[src/rtl/pipe_pkg.sv]
// pipe_pkg
//   Shared definitions for the pipeline MEM stage.
//   - memState_e       : access controller FSM states (IDLE, ACCESS)
//   - WB_REGWRITE/MEMTOREG : bit positions inside the 2-bit WB control bundle
//   - WAIT_MAX_DEFAULT : default number of ACCESS cycles allowed before a
//                        memory request is abandoned
package pipe_pkg;

  typedef enum logic [0:0] {
    IDLE   = 1'b0,
    ACCESS = 1'b1
  } memState_e;

  localparam int WB_REGWRITE = 0;
  localparam int WB_MEMTOREG = 1;

  localparam int unsigned WAIT_MAX_DEFAULT = 255;

endpackage

[src/rtl/mem_wait_timer.sv]
// mem_wait_timer
//   8-bit wait counter for the MEM-stage access controller.
//   Ports:
//     clk_i     in  : clock, rising edge
//     rst_i     in  : asynchronous active-low reset (count -> 0)
//     clr_i     in  : synchronous clear (has priority over en_i)
//     en_i      in  : count up by one
//     expired_o out : count has reached WAIT_MAX
module mem_wait_timer
  import pipe_pkg::*;
#(
  parameter int unsigned WAIT_MAX = WAIT_MAX_DEFAULT
) (
  input  logic clk_i,
  input  logic rst_i,
  input  logic clr_i,
  input  logic en_i,
  output logic expired_o
);

  localparam logic [7:0] WAIT_LIMIT = 8'(WAIT_MAX);

  logic [7:0] countReg;

  always_ff @(posedge clk_i or negedge rst_i) begin
    if (!rst_i) begin
      countReg <= 8'd0;
    end else if (clr_i) begin
      countReg <= 8'd0;
    end else if (en_i) begin
      countReg <= countReg + 8'd1;
    end
  end

  // ">=" rather than "==" so a degenerate limit of 0 still terminates.
  assign expired_o = (countReg >= WAIT_LIMIT);

endmodule

[src/rtl/mem_access_ctrl.sv]
// mem_access_ctrl
//   MEM-stage data-memory access controller. Sits between the EX/MEM
//   register and writeback, issues req/ack transactions to a backing data
//   memory, stalls upstream while an access is outstanding and registers the
//   MEM/WB state.
//   Ports:
//     clk_i, rst_i (async, active-low)
//     WB_i[1:0], MemRead_i, MemWrite_i, RegData_i[31:0], MemData_i[31:0],
//     RegAddr_i[4:0]                 : EX/MEM inputs
//     stall_o                        : combinational hold request upstream
//     mem_req_o, mem_we_o, mem_addr_o[31:0], mem_wdata_o[31:0]
//                                    : registered request to memory
//     mem_ack_i, mem_rdata_i[31:0]   : memory completion pulse and read data
//     WB_o[1:0], MemOut_o[31:0], ALUOut_o[31:0], RegAddr_o[4:0]
//                                    : MEM/WB register outputs
//     err_o                          : sticky timeout flag
module mem_access_ctrl
  import pipe_pkg::*;
#(
  parameter int unsigned WAIT_MAX = WAIT_MAX_DEFAULT
) (
  input  logic        clk_i,
  input  logic        rst_i,
  input  logic [1:0]  WB_i,
  input  logic        MemRead_i,
  input  logic        MemWrite_i,
  input  logic [31:0] RegData_i,
  input  logic [31:0] MemData_i,
  input  logic [4:0]  RegAddr_i,
  output logic        stall_o,
  output logic        mem_req_o,
  output logic        mem_we_o,
  output logic [31:0] mem_addr_o,
  output logic [31:0] mem_wdata_o,
  input  logic        mem_ack_i,
  input  logic [31:0] mem_rdata_i,
  output logic [1:0]  WB_o,
  output logic [31:0] MemOut_o,
  output logic [31:0] ALUOut_o,
  output logic [4:0]  RegAddr_o,
  output logic        err_o
);

  memState_e stateReg;

  logic memOp;
  logic inIdle;
  logic inAccess;
  logic expired;
  logic startOp;
  logic accDone;
  logic retire;

  assign memOp    = MemRead_i | MemWrite_i;
  assign inIdle   = (stateReg == IDLE);
  assign inAccess = (stateReg == ACCESS);
  assign startOp  = inIdle & memOp;
  // An ack in the expiry cycle wins: the data is still delivered.
  assign accDone  = inAccess & (mem_ack_i | expired);
  assign retire   = (inIdle & ~memOp) | accDone;

  assign stall_o  = startOp | (inAccess & ~mem_ack_i & ~expired);

  // The counter already advances in the IDLE->ACCESS cycle, so it reads 1 in
  // the first ACCESS cycle and expiry lands on the WAIT_MAX-th ACCESS cycle.
  mem_wait_timer #(
    .WAIT_MAX (WAIT_MAX)
  ) waitTimer (
    .clk_i     (clk_i),
    .rst_i     (rst_i),
    .clr_i     (accDone),
    .en_i      (startOp | (inAccess & ~accDone)),
    .expired_o (expired)
  );

  always_ff @(posedge clk_i or negedge rst_i) begin
    if (!rst_i) begin
      stateReg    <= IDLE;
      mem_req_o   <= 1'b0;
      mem_we_o    <= 1'b0;
      mem_addr_o  <= 32'd0;
      mem_wdata_o <= 32'd0;
      err_o       <= 1'b0;
      WB_o        <= 2'b00;
      MemOut_o    <= 32'd0;
      ALUOut_o    <= 32'd0;
      RegAddr_o   <= 5'd0;
    end else begin
      if (startOp) begin
        stateReg    <= ACCESS;
        mem_req_o   <= 1'b1;
        // Write wins when both MemRead and MemWrite are asserted.
        mem_we_o    <= MemWrite_i;
        mem_addr_o  <= {RegData_i[31:2], 2'b00};
        mem_wdata_o <= MemData_i;
      end else if (accDone) begin
        stateReg  <= IDLE;
        mem_req_o <= 1'b0;
        if (!mem_ack_i) begin
          err_o <= 1'b1;
        end
      end

      if (retire) begin
        WB_o[WB_REGWRITE] <= WB_i[WB_REGWRITE];
        WB_o[WB_MEMTOREG] <= WB_i[WB_MEMTOREG];
        ALUOut_o          <= RegData_i;
        RegAddr_o         <= RegAddr_i;
        // Only an acknowledged load carries data; stores, ALU ops and
        // aborted accesses retire with zero.
        MemOut_o          <= (inAccess & mem_ack_i & ~mem_we_o) ? mem_rdata_i : 32'd0;
      end else begin
        // Bubble: writeback disabled, data fields keep their last values.
        WB_o <= 2'b00;
      end
    end
  end

endmodule

[config.mk]
export PLATFORM = sky130hd
export DESIGN_NAME = mem_access_ctrl
export DESIGN_NICKNAME = d
export VERILOG_FILES = /design/src/rtl/pipe_pkg.sv /design/src/rtl/mem_wait_timer.sv /design/src/rtl/mem_access_ctrl.sv
export SDC_FILE = /design/constraint.sdc
export NUM_CORES = 1
export LEC_CHECK = 0
export CAP_MARGIN = 25
export CORE_MARGIN = 2
export CORE_UTILIZATION = 40
export DETAILED_ROUTE_END_ITERATION = 16
export PLACE_DENSITY = 0.88
export SLEW_MARGIN = 20
export SYNTH_ARGS = -nofsm -noshare
export SYNTH_HDL_FRONTEND = slang
export SYNTH_SLANG_ARGS = --single-unit
[constraint.sdc]
create_clock -name clk_i -period 2 [get_ports clk_i]
set_input_delay 0.6 -clock clk_i [delete_from_list [all_inputs] [get_ports clk_i]]
set_output_delay 0.6 -clock clk_i [all_outputs]
set_load 0.01 [all_outputs]
==> out/results.ini <==
[timing]
fin_tns_setup_ps = -148.2
slew_headroom_pct = 66.82
finalWorstSetupSlack_ps = -148.2
fin_hold_ws_ps = 102.5
fin_crit_ps = 2148
period_share_pct = 107.4
clock_skew_ps = 6.041
grt_setup_unrepaired = true
finalHoldViolCount = 0
max_freq_mhz = 465.5
setup_violations = 1
slew_viol_final = 0
worst_pin_slew_ps = 492.5

[setup_path]
worstSetupStartpointType = register
critPathArrivalTime_ps = 1550
cp_max_fo = 2
end_kind = output port
path_cells = ha_2, nand4_1, o211ai_4, inv_2, buf_6
cp.required_ps = 1400
critical_path_class = register to output port
crit_path_max_incr_delay_ps = 360
crit_slowest_cell = dfrtp_1

[cts]
ctsLongestPathBuffers = 2
clk_pin_slew_ps = 60
clkSinkCount = 144
clock_latency_ps = 410
htree_levels = 4
cts_tree = built
postCtsHoldBufs = 0
cts_buffers = 17
clockRootBuffer = clkbuf_16

[power_and_ir_drop]
p_switching_mw = 2.509
power.internal_mw = 7.454
powerDensity_mw_per_mm2 = 1109
seqPwrFrac_pct = 38.3
vdd_drop_max_mv = 0.5981
swShare_pct = 25.18
pwr-share-comb_pct = 27.5
p_leak_nw = 3.824
p_clk_share_pct = 34.2

[finish]
nets = 735
final_cell_mix = clkdlybuf4s50_1, dfrtp_1, mux2_2, a22o_1, buf_4
antenna_cells = 0
drive_gt1_share_pct = 27.27
final_common_cell = clkdlybuf4s50_1
areaGrowthSynthToFinish_pct = 65.16

[outcome]
failed_checks = negative setup slack
status = complete, but fails checks

[place]
gp_congestion = 0.8424
dp_hpwl_mm = 10.54
io_buffer_count = 244

[floorplan]
rows = 42
start_util_pct = 41.09
num_io_pins = 247
core_mm2 = 0.01324
die_w_um = 120.6
die_y_um = 120.6
die_area_mm2 = 0.01455

[route]
ant_nets = 0
drt_iter0_markers = 192
drt-total-wl_mm = 14.68
vias = 4046
drtPass1Iterations = 4
via_per_inst = 4.971
wl_per_cell_um = 18.04
drc = 0

[synth]
synth_xor_area_share_pct = 0.3219
synthAdderAreaFrac_pct = 0.2299
synth_ff_type = dfrtp_1
syn_inst = 346
syn_avg_cell_area_um2 = 15.73
async_flop_share_pct = 100.0
synth_compound_area_share_pct = 7.450
synth_area_mm2 = 0.005441
yosysWarnings = 0
ys_seq_area_share_pct = 66.22
synth_cell_types = 33
synth_edf_count = 0
synth_top_family_by_area = multiplexers
ys_ff_latch = 144
synthMuxAreaShare_pct = 20.69
synth-simple-area-share_pct = 2.368

[worst_hold_path]
hold_path_class = input port to async pin

[grt]
grtUsageTotal_pct = 20.53
grt.overflow.total = 0
antenna_found_initial = 0
grt_max_degree = 46
grt_pass1_vias = 4429
grt_pass1_wl_mm = 23.08

[flow_run]
drv_cap = 0

==> Yosys cell counts, types with 3 or more instances <==
library cell | number | area (um^2)
buf_4 | 6 | 45.04
o21ai_0 | 7 | 35.03
nand2_1 | 5 | 18.77
mux2_2 | 100 | 1126
or3_1 | 3 | 18.77
and2_1 | 4 | 25.02
buf_6 | 3 | 33.78
a21oi_1 | 3 | 15.01
inv_1 | 4 | 15.01
dfrtp_1 | 144 | 3603
buf_2 | 7 | 35.03
a22o_1 | 32 | 280.3
nor2_1 | 3 | 11.26
clkbuf_1 | 3 | 11.26
==> final cells by class <==
cell class                      count  area (um^2)
Timing Repair Buffer              279         2774
Multi-Input combinational cell    179         1723
Sequential cell                   144         3603
Clock buffer                       22        494.2
Inverter                            5        18.77
Tap cell                          176        220.2
Clock inverter                      9        153.9
Fill cell                         961         4255
==> cells by family after synthesis <==
group,after synthesis
flops,144
buf+inv,24
other cells,1
mux,100
compound gates,51
xor+xnor,2
fa+ha+maj,1
simple gates,23
==> layer usage <==
metal | vias to the layer above | global-route usage (%) | wire length, um
li1 | 1823 | - | -
met1 | 2025 | 23.09 | 5704
met2 | 173 | 35.42 | 7359
met3 | 25 | 7.358 | 1291
met4 | 0 | 8.285 | 327
met5 | - | 0 | 0
==> path summary, 6_finish.rpt <==
path                       cells past startpoint         endpoint                  start  slack [ps]
max                                            5          stall_o  waitTimer.countReg[1]        -150
min                                            1  mem_wdata_o[24]                  rst_i         100
max reg2reg                                    6      ALUOut_o[4]  waitTimer.countReg[1]          90
min reg2reg                                    2            err_o                  err_o         490
max in group asynchronous                      2      MemOut_o[5]                  rst_i        1340
min in group clk_i                             2            err_o                  err_o         490
==> registers in the layout, summed over array words and instances (netlist names) <==
name / cells
mem_we_o: 1
waitTimer.countReg: 8
MemOut_o: 32
RegAddr_o: 5
inAccess: 1
ALUOut_o: 32
WB_o: 2
mem_wdata_o: 32
mem_addr_o: 30
err_o: 1
==> what timing repair did <==
action / 4_1_cts / 5_1_grt
pin swaps: 3 / 2
gates resized for setup: 11 / 2
hold endpoints to repair: 0 / 0
setup endpoints to repair: 39 / 38
setup buffers: 4 / 2
==> power by group through the flow <==
stage          Sequential [mW]  Combinational, mW  Clock (mW)
6_report                  3.81               2.74        3.41
5_1_grt                   3.89               2.92        3.60
4_1_cts                   3.82               2.75        3.48
3_5_place_dp              3.86               2.72           0
3_3_place_gp              3.82               2.64           0
2_1_floorplan             4.10              0.740           0
==> worst max-delay path, delay by kind of cell, from the launching register on <==
family / cells / cell delay, ps
AND/OR/NAND/NOR: 1 / 170
AO/OA/AOI/OAI: 1 / 230
flip-flops: 1 / 360
adder cells (fa/ha/maj): 1 / 190
buffers and inverters: 2 / 190
==> through the flow <==
| step | setup WS (ps) | total power [mW] | instances | area [um^2] | util, % |
|---|---|---|---|---|---|
| detailed placement | -682.1 | 6.574 | 777 | 8287 | 62.58 |
| CTS | -186.1 | 10.04 | 812 | 8969 | 67.72 |
| global placement | -642.5 | 6.460 | 777 | 8287 | 62.58 |
| finish | -148.2 | 9.963 | 814 | 8987 | 67.87 |
| global route | -213.9 | 10.41 | 814 | 8987 | 67.87 |
| floorplan | 56.51 | 4.840 | 347 | 5445 | - |
Note: power is estimated with default switching activity, not from simulation.
